===== src/rtl/ram_access_arbiter.sv =====
// ram_access_arbiter: round-robin, burst-capped arbiter sharing one single-port RAM between a writer and a reader.
// Optional wait-cycle statistics outputs are enabled by defining RAM_ARB_STATS_EN.
module ram_access_arbiter #(
  parameter int ADDR_W    = 10,
  parameter int DATA_W    = 32,
  parameter int MAX_BURST = 16
) (
  input  logic              clk_i,
  input  logic              reset_i,
  input  logic              wr_req_i,
  input  logic [ADDR_W-1:0] wr_addr_i,
  input  logic [DATA_W-1:0] wr_data_i,
  output logic              wr_gnt_o,
  input  logic              rd_req_i,
  input  logic [ADDR_W-1:0] rd_addr_i,
  output logic              rd_gnt_o,
  output logic [DATA_W-1:0] rd_data_o,
  output logic              rd_valid_o,
  output logic [ADDR_W-1:0] ram_addr_o,
  output logic [DATA_W-1:0] ram_data_o,
  output logic              ram_wren_o,
  output logic              ram_rden_o,
  input  logic [DATA_W-1:0] ram_q_i
`ifdef RAM_ARB_STATS_EN
  ,
  output logic [15:0]       wr_wait_cnt_o,
  output logic [15:0]       rd_wait_cnt_o
`endif
);
  localparam int CW = $clog2(MAX_BURST) + 1;
  typedef enum logic [1:0] {IDLE, GNT_WR, GNT_RD} state_t;
  state_t          r_state, w_nxt;
  logic            r_wr_gnt, r_rd_gnt, r_last_rd, r_rd_valid;
  logic [CW-1:0]   r_cnt;
  logic [CW-1:0]   w_cnt_inc;
  logic            w_cap, w_wr_beat, w_rd_beat;
  assign w_wr_beat  = wr_req_i && r_wr_gnt;
  assign w_rd_beat  = rd_req_i && r_rd_gnt;
  assign w_cnt_inc  = r_cnt + 1'b1;
  assign w_cap      = w_cnt_inc == CW'(MAX_BURST);
  assign wr_gnt_o   = r_wr_gnt;
  assign rd_gnt_o   = r_rd_gnt;
  assign rd_valid_o = r_rd_valid;
  assign rd_data_o  = ram_q_i;
  // Next owner: a tie from IDLE goes to the side not served last; an owner yields when it stops or hits the cap while the other waits
  always_comb begin
    w_nxt = IDLE;
    case (r_state)
      IDLE:    w_nxt = (wr_req_i && (!rd_req_i || r_last_rd)) ? GNT_WR : rd_req_i ? GNT_RD : IDLE;
      GNT_WR:  w_nxt = ((!wr_req_i || w_cap) && rd_req_i) ? GNT_RD : !wr_req_i ? IDLE : GNT_WR;
      GNT_RD:  w_nxt = ((!rd_req_i || w_cap) && wr_req_i) ? GNT_WR : !rd_req_i ? IDLE : GNT_RD;
      default: w_nxt = IDLE;
    endcase
  end
  // State, registered grants, burst counter (cleared on entry and at the cap), last-served side and read-valid strobe
  always_ff @(posedge clk_i or posedge reset_i) begin
    if (reset_i) begin
      r_state    <= IDLE;
      r_wr_gnt   <= 1'b0;
      r_rd_gnt   <= 1'b0;
      r_last_rd  <= 1'b1;
      r_cnt      <= '0;
      r_rd_valid <= 1'b0;
    end else begin
      r_state    <= w_nxt;
      r_wr_gnt   <= w_nxt == GNT_WR;
      r_rd_gnt   <= w_nxt == GNT_RD;
      r_rd_valid <= w_rd_beat;
      r_cnt      <= (w_nxt != r_state || w_cap) ? '0 : (w_wr_beat || w_rd_beat) ? w_cnt_inc : r_cnt;
      if (w_nxt != r_state && w_nxt != IDLE) r_last_rd <= w_nxt == GNT_RD;
    end
  end
  // RAM port mux driven straight from the beat so the granted requester's first beat lands without delay
  always_comb begin
    ram_wren_o = w_wr_beat;
    ram_rden_o = w_rd_beat;
    ram_addr_o = w_wr_beat ? wr_addr_i : w_rd_beat ? rd_addr_i : '0;
    ram_data_o = w_wr_beat ? wr_data_i : '0;
  end
`ifdef RAM_ARB_STATS_EN
  logic [15:0] r_wr_wait, r_rd_wait;
  assign wr_wait_cnt_o = r_wr_wait;
  assign rd_wait_cnt_o = r_rd_wait;
  // Saturating count of cycles each side spends requesting without a grant
  always_ff @(posedge clk_i or posedge reset_i) begin
    if (reset_i) begin
      r_wr_wait <= '0;
      r_rd_wait <= '0;
    end else begin
      if (wr_req_i && !r_wr_gnt && r_wr_wait != 16'hFFFF) r_wr_wait <= r_wr_wait + 16'd1;
      if (rd_req_i && !r_rd_gnt && r_rd_wait != 16'hFFFF) r_rd_wait <= r_rd_wait + 16'd1;
    end
  end
`endif
endmodule


===== config.mk =====
export PLATFORM = sky130hd
export DESIGN_NAME = ram_access_arbiter
export DESIGN_NICKNAME = d
export VERILOG_FILES = /design/src/rtl/ram_access_arbiter.sv
export SDC_FILE = /design/constraint.sdc
export NUM_CORES = 1
export LEC_CHECK = 0
export ABC_AREA = 1
export BUFFER_PORTS_ARGS = -buffer_cell sky130_fd_sc_hd__buf_4
export CORE_UTILIZATION = 33
export CTS_BUF_LIST = sky130_fd_sc_hd__clkbuf_2
export DETAILED_ROUTE_END_ITERATION = 7
export GPL_TIMING_DRIVEN = 0
export PLACE_DENSITY = 0.82
export SYNTH_ARGS = -nofsm -noshare
export SYNTH_HDL_FRONTEND = slang
export SYNTH_SLANG_ARGS = --single-unit

===== constraint.sdc =====
create_clock -name clk_i -period 2.3 [get_ports clk_i]
set_input_delay 0 -clock clk_i [delete_from_list [all_inputs] [get_ports clk_i]]
set_output_delay 0 -clock clk_i [all_outputs]
set_load 0.02 [all_outputs]

==> results.py, run 1 <==
metrics = {
    "floorplan": {
        "initial_core_util_pct": 35.5,
        "die_h_um": 65.7,
        "ios": 167,
        "die_w_um": 65.7,
        "row_count": 22,
        "coreArea_mm2": 0.00377,
        "die_area_mm2": 0.00432,
    },
    "synth": {
        "async_flop_share_pct": 100,
        "synthFlopType": "dfrtp_1",
        "synthCells": 223,
        "synth_top_cell_by_area": "dfrtp_1",
        "ys_warn_count": 0,
        "synthTopCellsByCount": "inv_1 (45), nand2_1 (43), nor2_1 (36), buf_4 (32), nand3_1 (18)",
        "yosysSeqAreaShare_pct": 20.7,
        "synth_edf_count": 0,
        "postSynthAreaPerCell_um2": 6.00,
        "syn_area_mm2": 0.00134,
        "yosysMostFrequentCell": "inv_1",
        "ys_ff_latch": 11,
        "synth_area_leaders": "dfrtp_1 (19%), buf_4 (18%), inv_1 (13%)",
        "syn-num-nets": 312,
        "ys_types": 24,
        "synth_top_area_share_pct": 18.7,
    },
    "power": {
        "pwr-share-seq_pct": 19.4,
        "leakage_nw": 1.55,
        "clock_power_share_pct": 7.3,
        "p_sw_uw": 779,
        "peakVddDrop_v": 0.000334,
        "switching_share_pct": 51.2,
        "combPwrFrac_pct": 73.3,
        "cell_internal_pwr_uw": 741,
        "power_density_mw_per_mm2": 626,
        "totalPowerFinal_mw": 1.52,
    },
    "global_route": {
        "grt_use_total_pct": 22.0,
        "antenna_found_initial": 0,
        "grt_pass1_wl_um": 7160,
        "grt_max_degree": 12,
        "grt_pass1_vias": 1520,
        "grt_overflow": 0,
    },
    "sta": {
        "hold_violations": 0,
        "hold_slack_ns": 0.108,
        "relSlewSlack_pct": 68.5,
        "setup_viol": 0,
        "worst_slack_ns": 0.374,
        "finalCriticalPeriod_ns": 1.93,
        "totalNegativeSetupSlack_ns": 0,
        "skew_ns": 0.00467,
        "finalMaxSlewViolations": 0,
        "period_share_pct": 83.8,
        "rsz0062_at_grt": "no",
        "tightest_slew_ns": 0.473,
        "max_freq_mhz": 519,
    },
    "worst_setup_path": {
        "cp-end-kind": "flop",
        "critical_path.max_stage_delay_ns": 0.44,
        "crit_top_cell": "nand2_2",
        "crit_type": "flop to flop",
        "crit_path_top_delay_cell": "dfrtp_1",
        "cp.required_ns": 2.50,
        "critPathBufInv": 0,
        "crit_arrival_ns": 2.13,
        "cpLargestDelayFamily": "simple AND/OR/NAND/NOR gates",
        "crit_fanout": 6,
        "start_kind": "flop",
        "crit_chain": "ha_1 > nand3_1 > nand2_1 > nand2_2 > nand3_4 > nand2_2 > nand2_2 > nand2_4 > nand3_2 > nand2_2 > nand2_2 > nor2_4 > nand2_4 > a21oi_2",
    },
    "status": {
        "outcome": "finished clean",
    },
    "placement": {
        "gp_congestion": 0.964,
        "pre_cts_slack_ns": 0.395,
        "placed_cells": 404,
        "dpl.hpwl_um": 4310,
        "port_buffers": 133,
    },
    "cts": {
        "cts_tree": "yes",
        "clockBufferDepth": 2,
        "clk_latency_ns": 0.26,
        "hold_buffers": 1,
        "numCtsBuffers": 3,
        "postCtsSetupRepairBufs": 0,
        "clock_sinks": 11,
        "clk_pin_slew_ns": 0.12,
        "cts_max_level": 1,
        "cts_root_buf": "clkbuf_2",
        "cts_resized": 0,
    },
    "routing": {
        "detail_route.vias_per_cell": 4.41,
        "vias": 1804,
        "first_iter_violations": 72,
        "drt_first_pass_iters": 4,
        "drt-total-wl_um": 4980,
        "ant_nets": 0,
        "post-route-drc-count": 0,
        "wl_per_cell_um": 12.2,
    },
    "flow_run": {
        "cap_violations": 0,
    },
    "layout": {
        "stdcell_count": 409,
        "num_antenna_cells": 0,
        "nNetsFinal": 451,
        "drive_gt1_share_pct": 52.1,
        "syn2layout_area_growth_pct": 81.3,
    },
    "min_path": {
        "hold_class": "primary input to flop",
    },
}
## flip-flops by register name, summed over array words and instances (netlist names)
register / flops
r_cnt: 5
rd_gnt_o: 1
rd_valid_o: 1
r_last_rd: 1
wr_gnt_o: 1
r_state: 2
## power groups by stage
stage	Clock (mW)	Sequential (mW)	Combinational (mW)
after detailed placement	0	0.296	1.11
after global placement	0	0.293	1.10
after CTS	0.113	0.292	1.12
after floorplan	0	0.314	0.659
after global routing	0.123	0.298	1.20
final	0.110	0.295	1.11
## area by class of cell
class	instances	area, um^2
Fill cell	350	1340
Multi-Input combinational cell	127	614
Inverter	45	169
Sequential cell	11	277
Clock inverter	1	5.00
Tap cell	48	60.1
Buffer	40	279
Clock buffer	3	15.0
Timing Repair Buffer	134	1010
## per-stage QoR
step,area [um^2],util (%)
floorplan,1340,-
global placement,2400,63.6
detailed placement,2400,63.6
CTS,2430,64.4
global route,2430,64.4
finish,2430,64.4
## final timing paths
path / start / to / slack (ns) / cells after the start
worst max-delay path: r_cnt[0] / r_cnt[0] / 0.37 / 14
worst min-delay path: wr_req_i / wr_gnt_o / 0.11 / 3
worst max register to register: r_cnt[0] / r_cnt[0] / 0.37 / 14
max in group asynchronous: reset_i / r_last_rd / 1.68 / 3
min in group asynchronous: reset_i / r_cnt[4] / 0.29 / 3
worst min register to register: r_last_rd / r_last_rd / 0.48 / 2
## cells in the final DEF, fill, tap and decap left out, types with 2 or more instances in the layout
| master | Yosys | final |
|---|---|---|
| o21ai_1 | 2 | 2 |
| nand4_1 | 7 | 7 |
| a21oi_2 | 3 | 3 |
| nand2_4 | 2 | 2 |
| clkbuf_2 | 1 | 4 |
| dfrtp_1 | 10 | 10 |
| nor2_1 | 36 | 36 |
| clkbuf_1 | 6 | 6 |
| inv_1 | 45 | 45 |
| nand2_1 | 43 | 43 |
| buf_4 | 32 | 165 |
| nand3_1 | 18 | 18 |
| nand2_2 | 7 | 7 |
## per-layer routing
metal / up-vias / part of all wire, % / global-route usage (%)
met5: - / 0 / 0
met4: 0 / 1.8 / 6.52
met3: 6 / 7.2 / 3.82
met2: 96 / 55 / 43.1
met1: 796 / 35 / 23.2
li1: 906 / - / -
## kinds of logic (layout without fill, tap and decap cells)
family,count (synthesis),count (layout),synth area share (%)
flops,11,11,20.7
buf+inv,85,223,33.5
xor+xnor,1,1,0.654
fa+ha+maj,1,1,0.934
compound gates,7,7,3.46
simple gates,118,118,40.8
## worst register-to-register path, cell delays in order, from the launching register on
cell	delay [ns]
dfrtp_1	0.44
ha_1	0.27
nand3_1	0.10
nand2_1	0.06
nand2_2	0.10
nand3_4	0.13
nand2_2	0.09
nand2_2	0.06
nand2_4	0.08
nand3_2	0.08
nand2_2	0.08
nand2_2	0.06
nor2_4	0.13
nand2_4	0.08
a21oi_2	0.11
(Power assumes the default switching activity.)
==> inputs of run 2 (changes only) <==
==> constraint.sdc (replaced) <==
create_clock -name clk_i -period 1.8 [get_ports clk_i]
set_input_delay 0 -clock clk_i [delete_from_list [all_inputs] [get_ports clk_i]]
set_output_delay 0 -clock clk_i [all_outputs]
set_load 0.02 [all_outputs]
==> results.py, run 2 (synthesized netlist as in run 1, its figures left out) <==
metrics = {
    "worst_setup_path": {
        "crit_arrival_ns": 1.96,
        "critical_path.max_stage_delay_ns": 0.41,
        "crit_chain": "ha_2 > nand3_2 > nand2_2 > nand2_2 > nand3_4 > nand2_2 > nand2_2 > nand2_4 > nand3_4 > nand2_2 > nand2_2 > nor2_4 > nand2_4 > a21oi_2",
        "crit_top_cell": "nand2_2",
        "cpLargestDelayFamily": "simple AND/OR/NAND/NOR gates",
        "crit_type": "flop to flop",
        "start_kind": "flop",
        "crit_path_top_delay_cell": "dfrtp_1",
        "cp-end-kind": "flop",
        "cp.required_ns": 2.02,
        "critPathBufInv": 0,
        "crit_fanout": 5,
    },
    "cts": {
        "cts_root_buf": "clkbuf_2",
        "clk_pin_slew_ns": 0.12,
        "clock_sinks": 11,
        "cts_tree": "yes",
        "clk_latency_ns": 0.28,
        "cts_max_level": 1,
        "numCtsBuffers": 3,
        "clockBufferDepth": 2,
    },
    "routing": {
        "ant_nets": 0,
        "post-route-drc-count": 0,
        "drt-total-wl_um": 5150,
        "vias": 1831,
        "first_iter_violations": 55,
        "wl_per_cell_um": 12.4,
        "drt_first_pass_iters": 4,
        "detail_route.vias_per_cell": 4.40,
    },
    "layout": {
        "layout_commonest_cell": "buf_4",
        "postLayoutCellArea_mm2": 0.00251,
        "nNetsFinal": 458,
        "largest_reg_flops": 5,
        "num_antenna_cells": 0,
        "drive_gt1_share_pct": 54.9,
        "fin_util_pct": 66.6,
        "multi_input_area_um2": 642,
        "top_register": "r_cnt",
        "layout_common_cells": "buf_4 (173), inv_1 (45), nand2_1 (42), nor2_1 (36), nand3_1 (15)",
        "fill_cells": 343,
        "stdcell_count": 416,
        "syn2layout_area_growth_pct": 87.7,
        "seq_area_um2": 277,
        "reg.largest.list": "r_cnt (5), r_state (2)",
    },
    "sta": {
        "hold_violations": 0,
        "max_freq_mhz": 575,
        "skew_ns": 0.00161,
        "setup_viol": 0,
        "finalMaxSlewViolations": 0,
        "hold_slack_ns": 0.0909,
        "finalCriticalPeriod_ns": 1.74,
        "rsz0062_at_grt": "yes",
        "tightest_slew_ns": 0.475,
        "relSlewSlack_pct": 68.4,
        "period_share_pct": 96.6,
    },
    "power": {
        "switching_share_pct": 50.6,
        "peakVddDrop_v": 0.000430,
        "totalPowerFinal_mw": 2.01,
        "cell_internal_pwr_uw": 994,
        "p_sw_mw": 1.02,
        "combPwrFrac_pct": 74.4,
        "pwr-share-seq_pct": 18.5,
        "leakage_nw": 1.59,
        "power_density_mw_per_mm2": 801,
        "clock_power_share_pct": 7.1,
    },
    "global_route": {
        "grt_pass1_vias": 1564,
        "grt_max_degree": 12,
        "antenna_found_initial": 0,
        "grt_overflow": 0,
        "grt_use_total_pct": 22.5,
        "grt_pass1_wl_um": 7330,
    },
    "floorplan": {
        "initial_core_util_pct": 35.5,
        "die_area_mm2": 0.00432,
        "row_count": 22,
        "die_h_um": 65.7,
        "ios": 167,
        "die_w_um": 65.7,
        "coreArea_mm2": 0.00377,
    },
    "placement": {
        "port_buffers": 133,
        "dpl.hpwl_um": 4310,
        "placed_area_mm2": 0.00240,
        "placed_cells": 404,
        "gp_congestion": 0.964,
    },
    "status": {
        "outcome": "finished clean",
    },
    "min_path": {
        "hold_class": "primary input to flop",
    },
    "flow_run": {
        "cap_violations": 0,
    },
}
## run 2: cell count changes in the layout (fill, tap and decap cells not counted), sizes merged
cell    previous run  this run
clkbuf            10         9
buf              166       174
## run 2: area by class of cell
cell class | count | share of cell area, %
Inverter | 45 | 6.72
Multi-Input combinational cell | 127 | 25.5
Timing Repair Buffer | 142 | 42.5
Tap cell | 48 | 2.39
Clock buffer | 3 | 0.598
Sequential cell | 11 | 11.0
Buffer | 39 | 11.0
Clock inverter | 1 | 0.199
## run 2: per-stage QoR
step	setup WS, ns	TNS [ns]
2_1_floorplan	0.0858	0
3_3_place_gp	-0.0607	-0.209
6_report	0.0603	0
5_1_grt	-0.0630	-0.217
4_1_cts	0.00401	0
3_5_place_dp	-0.105	-0.419
## run 2: final timing paths
kind                       startpoint        end  slack (ns)  cells after the start
hold reg to reg             r_last_rd  r_last_rd        0.48                      2
max in group asynchronous     reset_i  r_last_rd        1.20                      3
hold / removal               wr_req_i   wr_gnt_o        0.09                      3
min in group asynchronous     reset_i   r_cnt[1]        0.28                      3
setup reg to reg             r_cnt[0]   r_cnt[0]        0.06                     14
setup / recovery             r_cnt[0]   r_cnt[0]        0.06                     14
## run 2: repair_timing
item	in CTS	in global routing
pin swaps	4	10
hold buffers	1	0
gates resized for setup	1	7
setup endpoints to repair	5	14
endpoints found under the hold margin	10	0
setup buffers	4	4
## run 2: layer usage
| metal | share of wire, % | vias to the layer above | GRT usage [%] | wire length (um) |
|---|---|---|---|---|
| met5 | 0 | - | 0 | 0 |
| li1 | - | 921 | - | - |
| met2 | 56 | 105 | 44.8 | 2860 |
| met4 | 2.1 | 0 | 6.52 | 107 |
| met3 | 7.6 | 8 | 3.82 | 391 |
| met1 | 35 | 797 | 23.3 | 1790 |
## run 2: power groups by stage
stage / Combinational, mW / Sequential (mW) / Clock, mW
after floorplan: 0.842 / 0.401 / 0
after global placement: 1.41 / 0.374 / 0
after detailed placement: 1.42 / 0.378 / 0
after CTS: 1.45 / 0.369 / 0.145
after global routing: 1.61 / 0.376 / 0.164
final: 1.50 / 0.373 / 0.144
## run 2: worst register-to-register path, stage by stage, from the launching register on
cell     delay [ns]
dfrtp_1        0.41
ha_2           0.22
nand3_2        0.06
nand2_2        0.05
nand2_2        0.09
nand3_4        0.09
nand2_2        0.09
nand2_2        0.06
nand2_4        0.09
nand3_4        0.07
nand2_2        0.08
nand2_2        0.06
nor2_4         0.14
nand2_4        0.08
a21oi_2        0.11
==> inputs of run 3 (changes only) <==
--- a/config.mk
+++ b/config.mk
@@ -6,12 +6,12 @@
 export NUM_CORES = 1
 export LEC_CHECK = 0
 export ABC_AREA = 1
-export BUFFER_PORTS_ARGS = -buffer_cell sky130_fd_sc_hd__buf_4
-export CORE_UTILIZATION = 33
+export CORE_AREA = 2 2 64 66
 export CTS_BUF_LIST = sky130_fd_sc_hd__clkbuf_2
 export DETAILED_ROUTE_END_ITERATION = 7
+export DIE_AREA = 0 0 66 68
+export DONT_BUFFER_PORTS = 1
 export GPL_TIMING_DRIVEN = 0
-export PLACE_DENSITY = 0.82
 export SYNTH_ARGS = -nofsm -noshare
 export SYNTH_HDL_FRONTEND = slang
 export SYNTH_SLANG_ARGS = --single-unit
==> results.py, run 3 (synthesized netlist as in run 1, its figures left out) <==
metrics = {
    "layout": {
        "syn2layout_area_growth_pct": 13.1,
        "num_antenna_cells": 0,
        "layout_common_cells": "inv_1 (45), nand2_1 (42), buf_4 (38), nor2_1 (36), nand3_1 (17)",
        "reg.largest.list": "r_cnt (5), r_state (2)",
        "largest_reg_flops": 5,
        "layout_commonest_cell": "inv_1",
        "fill_cells": 444,
        "fin_util_pct": 39.3,
        "nNetsFinal": 325,
        "top_register": "r_cnt",
        "drive_gt1_share_pct": 28.9,
    },
    "global_route": {
        "grt_overflow": 0,
        "grt_max_degree": 12,
        "grt_pass1_vias": 1042,
        "grt_pass1_wl_um": 5110,
        "grt_use_total_pct": 15.6,
        "antenna_found_initial": 0,
    },
    "floorplan": {
        "coreArea_mm2": 0.00386,
        "initial_core_util_pct": 34.7,
        "row_count": 23,
        "ios": 167,
        "die_h_um": 68,
        "die_area_mm2": 0.00449,
        "die_w_um": 66,
    },
    "worst_setup_path": {
        "rr_worst_depth": 14,
        "crit_arrival_ns": 2.02,
        "cp-end-kind": "flop",
        "start_kind": "flop",
        "crit_fanout": 5,
        "cp.required_ns": 2.03,
        "crit_type": "flop to flop",
    },
    "sta": {
        "tightest_slew_ns": 0.450,
        "relSlewSlack_pct": 70.0,
        "period_share_pct": 99.7,
        "skew_ns": 0.0198,
        "hold_slack_ns": -0.00133,
        "worst_slack_ns": 0.00594,
        "finalCriticalPeriod_ns": 1.79,
        "hold_violations": 1,
        "max_freq_mhz": 557,
        "rsz0062_at_grt": "yes",
        "finalMaxSlewViolations": 0,
        "setup_viol": 0,
    },
    "cts": {
        "clk_latency_ns": 0.29,
        "clockBufferDepth": 2,
        "clk_pin_slew_ns": 0.13,
        "numCtsBuffers": 3,
        "cts_max_level": 1,
        "clock_sinks": 11,
        "cts_root_buf": "clkbuf_2",
        "cts_tree": "yes",
    },
    "power": {
        "peakVddDrop_v": 0.000485,
        "power_density_mw_per_mm2": 1050,
        "leakage_nw": 0.932,
    },
    "placement": {
        "port_buffers": 0,
        "gp_congestion": 0.898,
        "pre_cts_slack_ns": -0.105,
        "dpl.hpwl_um": 3370,
    },
    "min_path": {
        "hold-path-cell-count": 4,
        "hold_class": "primary input to flop",
    },
    "routing": {
        "detail_route.vias_per_cell": 4.72,
        "drt-total-wl_um": 4070,
        "first_iter_violations": 30,
        "vias": 1344,
        "drt_first_pass_iters": 4,
        "wl_per_cell_um": 14.3,
        "ant_nets": 0,
        "post-route-drc-count": 0,
    },
    "status": {
        "outcome": "complete, but fails checks",
        "violations": "negative hold slack",
    },
    "flow_run": {
        "cap_violations": 0,
    },
}
==> run 3: cell count changes in the layout (fill, tap and decap cells not counted), sizes merged <==
| cell | delta |
|---|---|
| clkbuf | +1 |
| clkinv | -1 |
| dlygate4sd3 | +1 |
| buf | -134 |
==> run 3: critical path: stages (launching register included) <==
cell and delay (ns):
dfrtp_1 0.44, buf_4 0.16, nand3_1 0.08, nand2_1 0.07, nand2_2 0.09, nand3_4 0.09, nand2_2 0.09, nand2_2 0.06
nand2_4 0.08, nand3_2 0.08, nand2_2 0.09, nand2_2 0.07, nor2_4 0.15, nand2_4 0.08, a21oi_2 0.11
==> run 3: area by class of cell <==
cell class	count	area [um^2]	share of cell area (%)
tap	50	62.6	4.13
clock buffer	4	20.0	1.32
timing repair buffer	8	65.1	4.30
inverter	45	169	11.2
multi-input combinational	127	638	42.1
buffer	40	283	18.7
sequential	11	277	18.3
==> run 3: worst paths after layout <==
check,end,slack [ns],from
max,r_cnt[0],0.006,r_cnt[1]
min,r_state[1],-0.001,rd_req_i
max reg2reg,r_cnt[0],0.006,r_cnt[1]
min reg2reg,r_last_rd,0.47,r_last_rd
max in group asynchronous,r_last_rd,1.31,reset_i
min in group asynchronous,r_cnt[0],0.13,reset_i
==> run 3: metrics by stage <==
stage / total power [mW] / hold WS (ns) / instance area [um^2] / setup TNS, ns / cells
after floorplan: 1.24 / -0.148 / 1340 / 0 / 223
after global placement: 1.38 / -0.0808 / 1400 / -0.384 / 273
after detailed placement: 1.38 / -0.0780 / 1400 / -0.451 / 273
after CTS: 1.55 / 0.00846 / 1470 / 0 / 282
after global routing: 1.72 / 0.00310 / 1510 / -0.280 / 285
final: 1.60 / -0.00133 / 1510 / 0 / 285
==> run 3: per-layer routing <==
metal / share of wire, % / global-route usage [%] / wire length [um] / vias to the layer above
li1: - / - / - / 654
met1: 33 / 16.9 / 1350 / 594
met2: 56 / 29.9 / 2280 / 89
met3: 8.3 / 2.14 / 338 / 7
met4: 2.3 / 7.14 / 94 / 0
met5: 0 / 0 / 0 / -
==> run 3: power by group <==
part | total, mW | internal, mW | switching, mW
sequential | 0.410 | 0.323 | 0.0877
combinational | 1.03 | 0.289 | 0.740
clock | 0.155 | 0.0589 | 0.0962
==> run 3: timing repair <==
| action | 4_1_cts | 5_1_grt |
|---|---|---|
| setup endpoints to repair | 14 | 14 |
| buffers inserted | 3 | 3 |
| hold endpoints to repair | 15 | 0 |
| resized for setup | 3 | 7 |
| gates cloned | 0 | 0 |
| hold buffers | 2 | 0 |
| pin swaps | 1 | 9 |
